`config.mk`:
```
export PLATFORM = sky130hd
export DESIGN_NAME = if_fetch_ctrl
export DESIGN_NICKNAME = d
export VERILOG_FILES = /design/src/rtl/if_fetch_ctrl.sv
export SDC_FILE = /design/constraint.sdc
export NUM_CORES = 1
export LEC_CHECK = 0
export CAP_MARGIN = 25
export CORE_MARGIN = 2
export CORE_UTILIZATION = 41
export CTS_CLUSTER_SIZE = 28
export DETAILED_ROUTE_END_ITERATION = 7
export GPL_TIMING_DRIVEN = 0
export MAX_ROUTING_LAYER = met4
export PLACE_DENSITY = 0.92
export SETUP_SLACK_MARGIN = 0.05
export SLEW_MARGIN = 40
export SYNTH_ARGS = -nofsm -noshare
export SYNTH_HDL_FRONTEND = slang
export SYNTH_SLANG_ARGS = --single-unit
```
`constraint.sdc`:
```
create_clock -name i_clk -period 2.25 [get_ports i_clk]
set_clock_uncertainty 0.1 [all_clocks]
set_input_delay 0.675 -clock i_clk [delete_from_list [all_inputs] [get_ports i_clk]]
set_output_delay 0.675 -clock i_clk [all_outputs]
set_load 0.05 [all_outputs]
```
`src/rtl/if_fetch_ctrl.sv`:
```
// Fetch-stage controller: next-PC selection, PC register, IF/ID latch with
// stall/flush handling, sticky HALT detection and a fetched-instruction counter.
module if_fetch_ctrl #(
    parameter int          N_BITS     = 32,
    parameter logic [31:0] RESET_PC   = 32'h0,
    parameter logic [31:0] HALT_INSTR = 32'hFFFF_FFFF,
    parameter logic [31:0] NOP_INSTR  = 32'h0,
    parameter int          CNT_BITS   = 16
) (
    input  logic                i_clk,
    input  logic                i_reset,
    input  logic                i_enable,
    input  logic                i_stall,
    input  logic                i_flush,
    input  logic [1:0]          i_pc_src,
    input  logic [N_BITS-1:0]   i_pc_4,
    input  logic [N_BITS-1:0]   i_branch_addr,
    input  logic [N_BITS-1:0]   i_jump_addr,
    input  logic [N_BITS-1:0]   i_jr_addr,
    input  logic [N_BITS-1:0]   i_instr,
    output logic [N_BITS-1:0]   o_pc,
    output logic [N_BITS-1:0]   o_if_id_pc_4,
    output logic [N_BITS-1:0]   o_if_id_instr,
    output logic                o_if_id_valid,
    output logic                o_halt,
    output logic [CNT_BITS-1:0] o_fetch_count
);

    localparam logic [1:0] SRC_SEQ    = 2'b00;
    localparam logic [1:0] SRC_BRANCH = 2'b01;
    localparam logic [1:0] SRC_JUMP   = 2'b10;
    localparam logic [1:0] SRC_JR     = 2'b11;

    localparam logic [N_BITS-1:0] PC_RST    = N_BITS'(RESET_PC);
    localparam logic [N_BITS-1:0] HALT_WORD = N_BITS'(HALT_INSTR);
    localparam logic [N_BITS-1:0] NOP_WORD  = N_BITS'(NOP_INSTR);

    logic [N_BITS-1:0]   pc_q, pc_d;
    logic [N_BITS-1:0]   if_id_pc_4_q, if_id_pc_4_d;
    logic [N_BITS-1:0]   if_id_instr_q, if_id_instr_d;
    logic                if_id_valid_q, if_id_valid_d;
    logic                halt_q, halt_d;
    logic [CNT_BITS-1:0] fetch_count_q, fetch_count_d;

    logic [N_BITS-1:0]   next_pc;
    logic                flush_en;
    logic                advance;
    logic                is_halt_instr;
    logic                fetch_en;

    always_comb begin
        next_pc = i_pc_4;
        case (i_pc_src)
            SRC_SEQ:    next_pc = i_pc_4;
            SRC_BRANCH: next_pc = i_branch_addr;
            SRC_JUMP:   next_pc = i_jump_addr;
            SRC_JR:     next_pc = i_jr_addr;
            default:    next_pc = i_pc_4;
        endcase
    end

    // Flush outranks stall and halt detection; a disabled cycle ignores everything.
    assign flush_en      = i_enable & i_flush;
    assign advance       = i_enable & ~i_stall & ~halt_q;
    assign is_halt_instr = (i_instr == HALT_WORD);
    assign fetch_en      = advance & ~flush_en;

    always_comb begin
        pc_d          = pc_q;
        if_id_pc_4_d  = if_id_pc_4_q;
        if_id_instr_d = if_id_instr_q;
        if_id_valid_d = if_id_valid_q;
        halt_d        = halt_q;
        fetch_count_d = fetch_count_q;

        if (flush_en) begin
            // A resolved redirect must land even while the hazard unit stalls.
            if (!halt_q) begin
                pc_d = next_pc;
            end
            if_id_pc_4_d  = '0;
            if_id_instr_d = NOP_WORD;
            if_id_valid_d = 1'b0;
        end else if (i_enable && halt_q) begin
            // Keep injecting bubbles so the latched HALT is not issued twice.
            if_id_pc_4_d  = '0;
            if_id_instr_d = NOP_WORD;
            if_id_valid_d = 1'b0;
        end else if (fetch_en) begin
            if_id_pc_4_d  = i_pc_4;
            if_id_instr_d = i_instr;
            if_id_valid_d = 1'b1;
            fetch_count_d = fetch_count_q + CNT_BITS'(1);
            if (is_halt_instr) begin
                halt_d = 1'b1;
            end else begin
                pc_d = next_pc;
            end
        end
    end

    always_ff @(posedge i_clk or negedge i_reset) begin
        if (!i_reset) begin
            pc_q          <= PC_RST;
            if_id_pc_4_q  <= '0;
            if_id_instr_q <= NOP_WORD;
            if_id_valid_q <= 1'b0;
            halt_q        <= 1'b0;
            fetch_count_q <= '0;
        end else begin
            pc_q          <= pc_d;
            if_id_pc_4_q  <= if_id_pc_4_d;
            if_id_instr_q <= if_id_instr_d;
            if_id_valid_q <= if_id_valid_d;
            halt_q        <= halt_d;
            fetch_count_q <= fetch_count_d;
        end
    end

    assign o_pc          = pc_q;
    assign o_if_id_pc_4  = if_id_pc_4_q;
    assign o_if_id_instr = if_id_instr_q;
    assign o_if_id_valid = if_id_valid_q;
    assign o_halt        = halt_q;
    assign o_fetch_count = fetch_count_q;

endmodule

```
==> key figures, run 1 <==
Critical path
  • CP Max Fanout: 10
  • CP Capture Type: flop
  • Crit start category: input pin
  • Critical path type: input pin to flop
  • Crit path DAT: 2.37 ns
  • Worst path required time: 2.45 ns
  • Reg2Reg Setup Slack: 0.34 ns

Timing
  • Total negative setup slack: 0 ns
  • Endpoints failing setup: 0
  • Post-route minimum period: 2.17 ns
  • Hold_ws: 0.0540 ns
  • Rel. slew slack: 0.621
  • Final period util: 0.964
  • Slew @ Worst Pin: 0.569 ns
  • Final Hold Vio Count: 0
  • RSZ-0062 raised after global routing: yes
  • Slew Limit Fails: 0
  • Final worst slack: 0.0807 ns
  • Fmax: 0.461 GHz

Yosys
  • Post-synthesis adder-cell area fraction: 0.00214
  • Top FF cell, synth: dfrtp_1
  • Post-Synth Simple-Gate Area: 0.104
  • Largest family of logic cells by synthesized area: compound AO/OA/AOI/OAI gates
  • Syn Area/Cell: 13.0 µm²
  • Sequential element share of the synthesized area: 0.487
  • Fraction of registers with async set/reset: 1.00
  • Synth Instances: 450
  • #FFs+latches synth: 114
  • Synth Net Count: 618
  • Post-synth EDFFs: 0
  • Mux cell area share after synthesis: 0.125
  • Yosys warns: 0
  • Synth Area in Compound Gates: 0.207
  • Synth Cell Area: 0.00586 mm²
  • Netlist cell types: 31
  • XOR/XNOR share of the synthesized area: 0.0224

Global route
  • Largest net degree at the start of global routing: 68
  • Overall routing resource usage: 0.306
  • Vias in the first global route: 5931
  • First-pass GRT wire length: 33.4 mm
  • Gr ovfl total: 0
  • Initial antenna violation count: 0

CTS
  • CTS buffer count: 17
  • Register clock-pin slew on the reported worst setup and hold paths: 0.06 ns
  • H-tree lvl count: 4
  • CTS tree: yes
  • Worst-Skew Late Latency: 0.41 ns
  • Clock Tree Root: clkbuf_16
  • Hold_buf cts: 0
  • Clock buffer depth: 2
  • Clock Sinks: 114

Die
  • CORE AREA: 0.0139 mm²
  • IO Count: 281
  • Starting Density: 0.420
  • Placement Rows: 43
  • Die Y: 124 µm
  • Chip Width: 124 µm
  • Die area: 0.0153 mm²

Placement
  • DP HPWL: 16.2 mm
  • Routability cong.: 0.899
  • I/O Buffers: 278
  • Pre-CTS setup slack: -0.797 ns

Route
  • DRC viols: 0
  • WL/cell: 23.2 µm
  • WL final: 22.1 mm
  • DR vias/cell: 6.06
  • Drt pass-1 iters: 7
  • Routed Antenna Nets: 0
  • Vias: 5789
  • Initial DRC count: 536

Pwr
  • Seq pwr share: 0.347
  • Pwr Total: 0.00716 W
  • Internal: 0.00458 W
  • PD cells: 751 mW/mm²
  • Clk pwr share: 0.361
  • Sw frac: 0.360
  • Leak: 4.52 nW
  • Max IR drop VDD: 0.503 mV
  • Combinational share of power: 0.292
  • P_sw: 0.00258 W

Flow run
  • Max-Cap Viols: 0

Finish
  • Area Growth Syn to Fin: 62.7%
  • Share of post-route cells with drive strength above 1: 0.206
  • Core Util, Final: 0.684
  • N_diodes: 0
  • NumNets Final: 930

Min path
  • Worst hold path class: input pin to asynchronous set/reset pin

Status
  • Status: finished, final reports clean
cells in the final DEF, fill, tap and decap left out, types with 2 or more instances in the layout:
cell and count:
a22oi_1 32, o211ai_2 30, buf_4 14, nor2_1 4
clkinvlp_4 6, bufbuf_16 2, mux4_2 32, nand4_1 46
clkbuf_2 10, xor2_1 3, clkinv_4 4, a22o_1 64
buf_12 5, inv_6 2, nor4_4 2, inv_1 2
clkdlybuf4s15_1 3, o211ai_1 2, buf_1 3, clkdlybuf4s50_1 131
nand3_1 35, buf_6 2, xnor2_1 12, clkbuf_1 8
buf_8 3, nand2_1 6, buf_2 20, dlygate4sd2_1 138
or4_4 2, clkbuf_16 17, and3_1 4, dfrtp_1 114
final timing paths:
check                                              start                       endpoint  depth (start not counted)
setup / recovery                                i_enable   o_fetch_count[1]$_DFFE_PN0P_                          5
hold / removal                                   i_reset   o_fetch_count[8]$_DFFE_PN0P_                          1
setup reg to reg                      o_halt$_DFFE_PN0P_   o_fetch_count[1]$_DFFE_PN0P_                          4
hold reg to reg            o_fetch_count[15]$_DFFE_PN0P_  o_fetch_count[15]$_DFFE_PN0P_                          1
max in group asynchronous                        i_reset           o_pc[23]$_DFFE_PN0P_                          2
min in group i_clk         o_fetch_count[15]$_DFFE_PN0P_  o_fetch_count[15]$_DFFE_PN0P_                          1
critical path, cell delays in order:
cell and delay, ns:
clkdlybuf4s50_1 0.54, nor4b_1 0.25, buf_4 0.26, buf_2 0.28, mux2_2 0.36
power by group through the flow:
stage | logic (W) | registers, W | clock network (W)
final | 0.00209 | 0.00248 | 0.00259
after global routing | 0.00219 | 0.00250 | 0.00270
after CTS | 0.00209 | 0.00247 | 0.00259
after detailed placement | 0.00225 | 0.00251 | 0
after global placement | 0.00219 | 0.00249 | 0
after floorplan | 0.000486 | 0.00325 | 0
sequential cells by signal (all words and copies together), names as in the netlist:
name and cells:
o_if_id_pc_4 32, o_if_id_valid 1, o_pc 32, o_fetch_count 16, o_halt 1, o_if_id_instr 32
stage by stage:
step | cells | area, µm²
6_report | 955 | 9530
5_1_grt | 955 | 9530
4_1_cts | 954 | 9510
3_5_place_dp | 909 | 8900
3_3_place_gp | 908 | 8860
2_1_floorplan | 450 | 5860
cell families (layout without fill, tap and decap cells):
group           after synthesis  in the layout
mux                          33             33
buf+inv                      52            377
compound gates              131            131
flops                       114            114
xor+xnor                     15             15
simple gates                104            104
fa+ha+maj                     1              1
repair_timing:
item,in CTS,in global routing
resized for setup,168,20
cloned,2,0
endpoints found under the hold margin,0,0
pin swaps,16,3
buffers inserted,11,2
setup endpoints to repair,196,58
synth_stat cells, drive strengths merged (3+ instances only):
| cell type | n | share of area |
|---|---|---|
| xor2 | 3 | 0.0045 |
| dfrtp | 114 | 0.49 |
| nand4 | 46 | 0.049 |
| nand3 | 35 | 0.030 |
| xnor2 | 12 | 0.018 |
| buf | 31 | 0.038 |
| and3 | 4 | 0.0043 |
| a22oi | 32 | 0.041 |
| nand2 | 6 | 0.0038 |
| clkbuf | 19 | 0.012 |
| o211ai | 32 | 0.067 |
| mux4 | 32 | 0.12 |
| a22o | 64 | 0.096 |
| nor2 | 4 | 0.0026 |
routing by layer:
metal  global-route usage  vias to the layer above  share of wire
li1                     -                     2465              -
met1                0.372                     2953           0.39
met2                0.507                      327           0.52
met3               0.0581                       44          0.065
met4                0.114                        0          0.024
met5                    -                        -              0
layout make-up:
cell class / instances / area (µm²)
buffer: 49 / 344
clock buffer: 18 / 439
clock inverter: 14 / 133
fill: 1038 / 4410
inverter: 2 / 7.51
multi-input combinational: 284 / 2730
sequential: 114 / 2850
tap: 180 / 225
timing repair buffer: 294 / 2790
Power figures use the tool's default switching activity.
==> run 2, diff against run 1 <==
Settings changed: SLEW_MARGIN 40 to 20.
==> key figures, run 2 (synthesized netlist as in run 1, its figures left out) <==
Die
  • IO Count: 281
  • Chip Width: 124 µm
  • Placement Rows: 43
  • Starting Density: 0.420
  • Die area: 0.0153 mm²
  • CORE AREA: 0.0139 mm²
  • Die Y: 124 µm

Route
  • Vias: 5817
  • Routed Antenna Nets: 0
  • DR vias/cell: 6.08
  • WL final: 22.3 mm
  • DRC viols: 0
  • WL/cell: 23.3 µm
  • Drt pass-1 iters: 5
  • Initial DRC count: 471

Timing
  • RSZ-0062 raised after global routing: yes
  • Final period util: 0.969
  • Endpoints failing setup: 0
  • Rel. slew slack: 0.610
  • Slew Limit Fails: 0
  • Post-route minimum period: 2.18 ns
  • Slew @ Worst Pin: 0.586 ns
  • Fmax: 0.459 GHz
  • Final Hold Vio Count: 0
  • Total negative setup slack: 0 ns

Critical path
  • CP Max Fanout: 2
  • Critical path type: flop to output port
  • Critical Path, Cell by Cell: dlygate4sd2_1
  • Critical register-to-register path startpoint: o_halt$_DFFE_PN0P_
  • Slowest CP cell: dlygate4sd2_1
  • Crit path from: o_if_id_pc_4[27]$_DFFE_PN0P_
  • WP buf/inv: 1
  • Slowest stage delay, CP: 0.61 ns
  • Worst path required time: 1.47 ns
  • Crit path DAT: 1.41 ns
  • CP Capture Type: output port
  • Critical path's top delay family: buffers and inverters
  • Crit start category: flop

Placement
  • DP HPWL: 16.2 mm
  • Routability cong.: 0.899
  • I/O Buffers: 278
  • Area after DPL: 0.00889 mm²

Global route
  • First-pass GRT wire length: 33.5 mm
  • Overall routing resource usage: 0.307
  • Largest net degree at the start of global routing: 79
  • M2 GR Usage: 0.502
  • Gr ovfl total: 0
  • Initial antenna violation count: 0
  • Met1 Use GR: 0.367
  • Vias in the first global route: 5964
  • GR Util met3: 0.0692
  • GR peak layer: met2

CTS
  • Clock buffer depth: 2
  • Clock Tree Root: clkbuf_16
  • Hold_buf cts: 0
  • Clock Sinks: 114
  • CTS tree: yes
  • Worst-Skew Late Latency: 0.42 ns
  • H-tree lvl count: 4
  • Register clock-pin slew on the reported worst setup and hold paths: 0.06 ns
  • CTS buffer count: 17

Finish
  • N_diodes: 0
  • Register area: 0.00285 mm²
  • Fin area: 0.00958 mm²
  • Share of post-route cells with drive strength above 1: 0.210
  • Most frequent cells in the layout: 136 x dlygate4sd2_1, 131 x clkdlybuf4s50_1, 114 x dfrtp_1, 64 x a22o_1, 46 x nand4_1
  • Core Util, Final: 0.687
  • Commonest non-fill, non-tap cell in the layout: dlygate4sd2_1
  • NumNets Final: 932
  • Area occupied by multi-input gates: 0.00274 mm²
  • # fillers: 1035
  • Area Growth Syn to Fin: 63.5%

Status
  • Status: finished, final reports clean

Pwr
  • Leak: 4.55 nW
  • Max IR drop VDD: 0.576 mV
  • PD cells: 760 mW/mm²

Flow run
  • Max-Cap Viols: 0

Min path
  • Worst hold path class: input pin to asynchronous set/reset pin
run 2: cell types whose count changed in the layout (fill, tap and decap cells not counted), sizes merged:
| cell | change |
|---|---|
| clkinvlp | -2 |
| dlygate4sd2 | -2 |
| dlymetal6s2s | +2 |
| bufinv | +1 |
| clkbuf | +1 |
| clkdlybuf4s15 | +1 |
| clkinv | +1 |
run 2: where the power goes:
part	switching, W	internal, W	leakage, nW
combinational	0.00134	0.000758	2.79
clock	0.00103	0.00167	0.279
sequential	0.000208	0.00228	1.48
total	0.00258	0.00470	4.55
run 2: area by class of cell:
cell class,count,share of cell area
Timing Repair Buffer,296,0.294
Multi-Input combinational cell,284,0.286
Tap cell,180,0.0235
Clock buffer,18,0.0459
Buffer,49,0.0359
Inverter,2,0.000784
Clock inverter,14,0.0163
Sequential cell,114,0.298
run 2: path summary, 6_finish.rpt:
check                                                 to  slack (ns)  cells past startpoint
min reg2reg                o_fetch_count[15]$_DFFE_PN0P_        0.38                      1
max                                     o_if_id_pc_4[27]        0.07                      1
max reg2reg                  o_if_id_pc_4[5]$_DFFE_PN0P_        0.38                      4
min                        o_if_id_instr[24]$_DFFE_PN0P_        0.05                      1
max in group asynchronous           o_pc[23]$_DFFE_PN0P_        1.29                      2
min in group i_clk         o_fetch_count[15]$_DFFE_PN0P_        0.38                      1
run 2: per-stage QoR:
stage / hold slack [ns] / setup slack, ns / cells / power (W)
2_1_floorplan: 0.279 / 0.141 / 450 / 0.00374
6_report: 0.0488 / 0.0692 / 957 / 0.00728
4_1_cts: 0.0474 / 0.0513 / 954 / 0.00727
3_3_place_gp: 0.364 / -3.83 / 908 / 0.00469
3_5_place_dp: 0.376 / -0.805 / 909 / 0.00475
5_1_grt: 0.0655 / 0.0229 / 957 / 0.00750
run 2: timing repair:
item | 4_1_cts | 5_1_grt
cloned | 2 | 0
gates resized for setup | 164 | 25
pin swaps | 16 | 3
setup buffers | 11 | 4
endpoints found under the setup margin | 195 | 96
run 2: routing by layer:
| metal | wire length, µm | up-vias |
|---|---|---|
| li1 | - | 2459 |
| met1 | 8390 | 2942 |
| met2 | 11500 | 354 |
| met3 | 1690 | 62 |
| met4 | 726 | 0 |
| met5 | 0 | - |
==> run 3, diff against run 2 <==
Settings changed: CORE_MARGIN 2 to default.
==> key figures, run 3 (synthesized netlist as in run 1, its figures left out) <==
Route
  • DR vias/cell: 5.98
  • WL/cell: 22.8 µm
  • Vias: 5720
  • DRC viols: 0
  • Initial DRC count: 416
  • WL final: 21.8 mm
  • Routed Antenna Nets: 0
  • Drt pass-1 iters: 5

Finish
  • Core Util, Final: 0.695
  • Most frequent cells in the layout: 131 x clkdlybuf4s50_1, 126 x dlygate4sd2_1, 113 x dfrtp_1, 64 x a22o_1, 46 x nand4_1
  • # fillers: 1012
  • Share of post-route cells with drive strength above 1: 0.215
  • N_diodes: 0
  • Final std cells w/o fill: 956
  • Commonest non-fill, non-tap cell in the layout: clkdlybuf4s50_1
  • Area Growth Syn to Fin: 65.2%
  • NumNets Final: 931

Critical path
  • Critical Path, Cell by Cell: clkdlybuf4s50_1, nor4b_1, buf_4, clkbuf_4, mux2_2
  • CP Capture Type: flop
  • Crit start category: input pin
  • Slowest stage delay, CP: 0.56 ns
  • Critical path type: input pin to flop
  • Slowest CP cell: clkdlybuf4s50_1
  • Worst path required time: 2.45 ns
  • CP Max Fanout: 10
  • Crit path DAT: 2.36 ns
  • Critical register-to-register path startpoint: o_halt$_DFFE_PN0P_
  • Crit path from: i_enable

Global route
  • Gr ovfl total: 0
  • Overall routing resource usage: 0.310
  • First-pass GRT wire length: 32.8 mm
  • Initial antenna violation count: 0
  • Largest net degree at the start of global routing: 74
  • Vias in the first global route: 6017

CTS
  • Clock buffer depth: 2
  • CTS buffer count: 17
  • CTS tree: yes
  • Clock Sinks: 114
  • Register clock-pin slew on the reported worst setup and hold paths: 0.05 ns
  • Clock Tree Root: clkbuf_16
  • Hold_buf cts: 0
  • Worst-Skew Late Latency: 0.42 ns
  • H-tree lvl count: 4

Min path
  • Worst hold path class: input pin to asynchronous set/reset pin

Pwr
  • PD cells: 787 mW/mm²
  • Leak: 4.63 nW
  • Pwr Total: 0.00762 W
  • Max IR drop VDD: 0.543 mV

Die
  • Chip Width: 122 µm
  • Starting Density: 0.420
  • IO Count: 281
  • Placement Rows: 43
  • CORE AREA: 0.0139 mm²
  • Die Y: 122 µm
  • Die area: 0.0148 mm²

Timing
  • RSZ-0062 raised after global routing: yes
  • Final period util: 0.959
  • Endpoints failing setup: 0
  • Slew @ Worst Pin: 0.559 ns
  • Slew Limit Fails: 0
  • Fmax: 0.463 GHz
  • Final Hold Vio Count: 0
  • Final worst slack: 0.0912 ns
  • Post-route minimum period: 2.16 ns
  • Rel. slew slack: 0.629

Placement
  • DP HPWL: 15.9 mm
  • Pre-CTS setup slack: -0.830 ns
  • Placed Instances: 909
  • I/O Buffers: 278
  • Routability cong.: 0.897

Flow run
  • Max-Cap Viols: 0

Status
  • Status: finished, final reports clean
## run 3: final cells by class
class / instances / area [µm²] / area share
Clock inverter: 12 / 204 / 0.0211
Inverter: 2 / 7.51 / 0.000776
Sequential cell: 114 / 2850 / 0.295
Clock buffer: 20 / 467 / 0.0482
Buffer: 47 / 330 / 0.0341
Multi-Input combinational cell: 284 / 2740 / 0.283
Timing Repair Buffer: 297 / 2850 / 0.295
Tap cell: 180 / 225 / 0.0233
## run 3: power breakdown
| part | internal [W] | switching [W] | leakage (nW) |
|---|---|---|---|
| Combinational | 0.000757 | 0.00133 | 2.83 |
| Clock | 0.00205 | 0.000999 | 0.318 |
| Sequential | 0.00228 | 0.000204 | 1.48 |
| Total | 0.00509 | 0.00253 | 4.63 |
## run 3: critical path: cells and delay by family
kind,cells,cell delay [ns]
buffers and inverters,3,1.05
multiplexers,1,0.35
AND/OR/NAND/NOR,1,0.28
## run 3: what timing repair did
| action | in CTS | in global routing |
|---|---|---|
| gates cloned | 2 | 0 |
| gates resized for setup | 160 | 38 |
| endpoints found under the setup margin | 199 | 63 |
| setup buffers | 12 | 4 |
| pin swaps | 14 | 8 |
## run 3: worst paths after layout
check                           cells past startpoint                       endpoint  slack, ns
worst min register to register                      1  o_fetch_count[15]$_DFFE_PN0P_       0.37
worst min-delay path                                1   o_fetch_count[8]$_DFFE_PN0P_       0.08
max in group asynchronous                           2           o_pc[23]$_DFFE_PN0P_       1.29
worst max-delay path                                5   o_fetch_count[1]$_DFFE_PN0P_       0.09
worst max register to register                      4   o_fetch_count[1]$_DFFE_PN0P_       0.36
min in group i_clk                                  1  o_fetch_count[15]$_DFFE_PN0P_       0.37
## run 3: metrics by stage
step / area [µm²] / TNS [ns] / hold WS (ns)
2_1_floorplan: 5860 / 0 / 0.279
3_3_place_gp: 8860 / -486.29 / 0.365
3_5_place_dp: 8890 / -65.37 / 0.368
4_1_cts: 9620 / 0 / 0.0835
5_1_grt: 9680 / 0 / 0.100
6_report: 9680 / 0 / 0.0769
## run 3: metal layers
layer  share of wire  vias to the layer above  global-route usage
met5               0                        -                   -
met4           0.037                        0               0.151
met3           0.058                       62              0.0583
met2            0.51                      305               0.512
met1            0.39                     2894               0.362
li1                -                     2459                   -
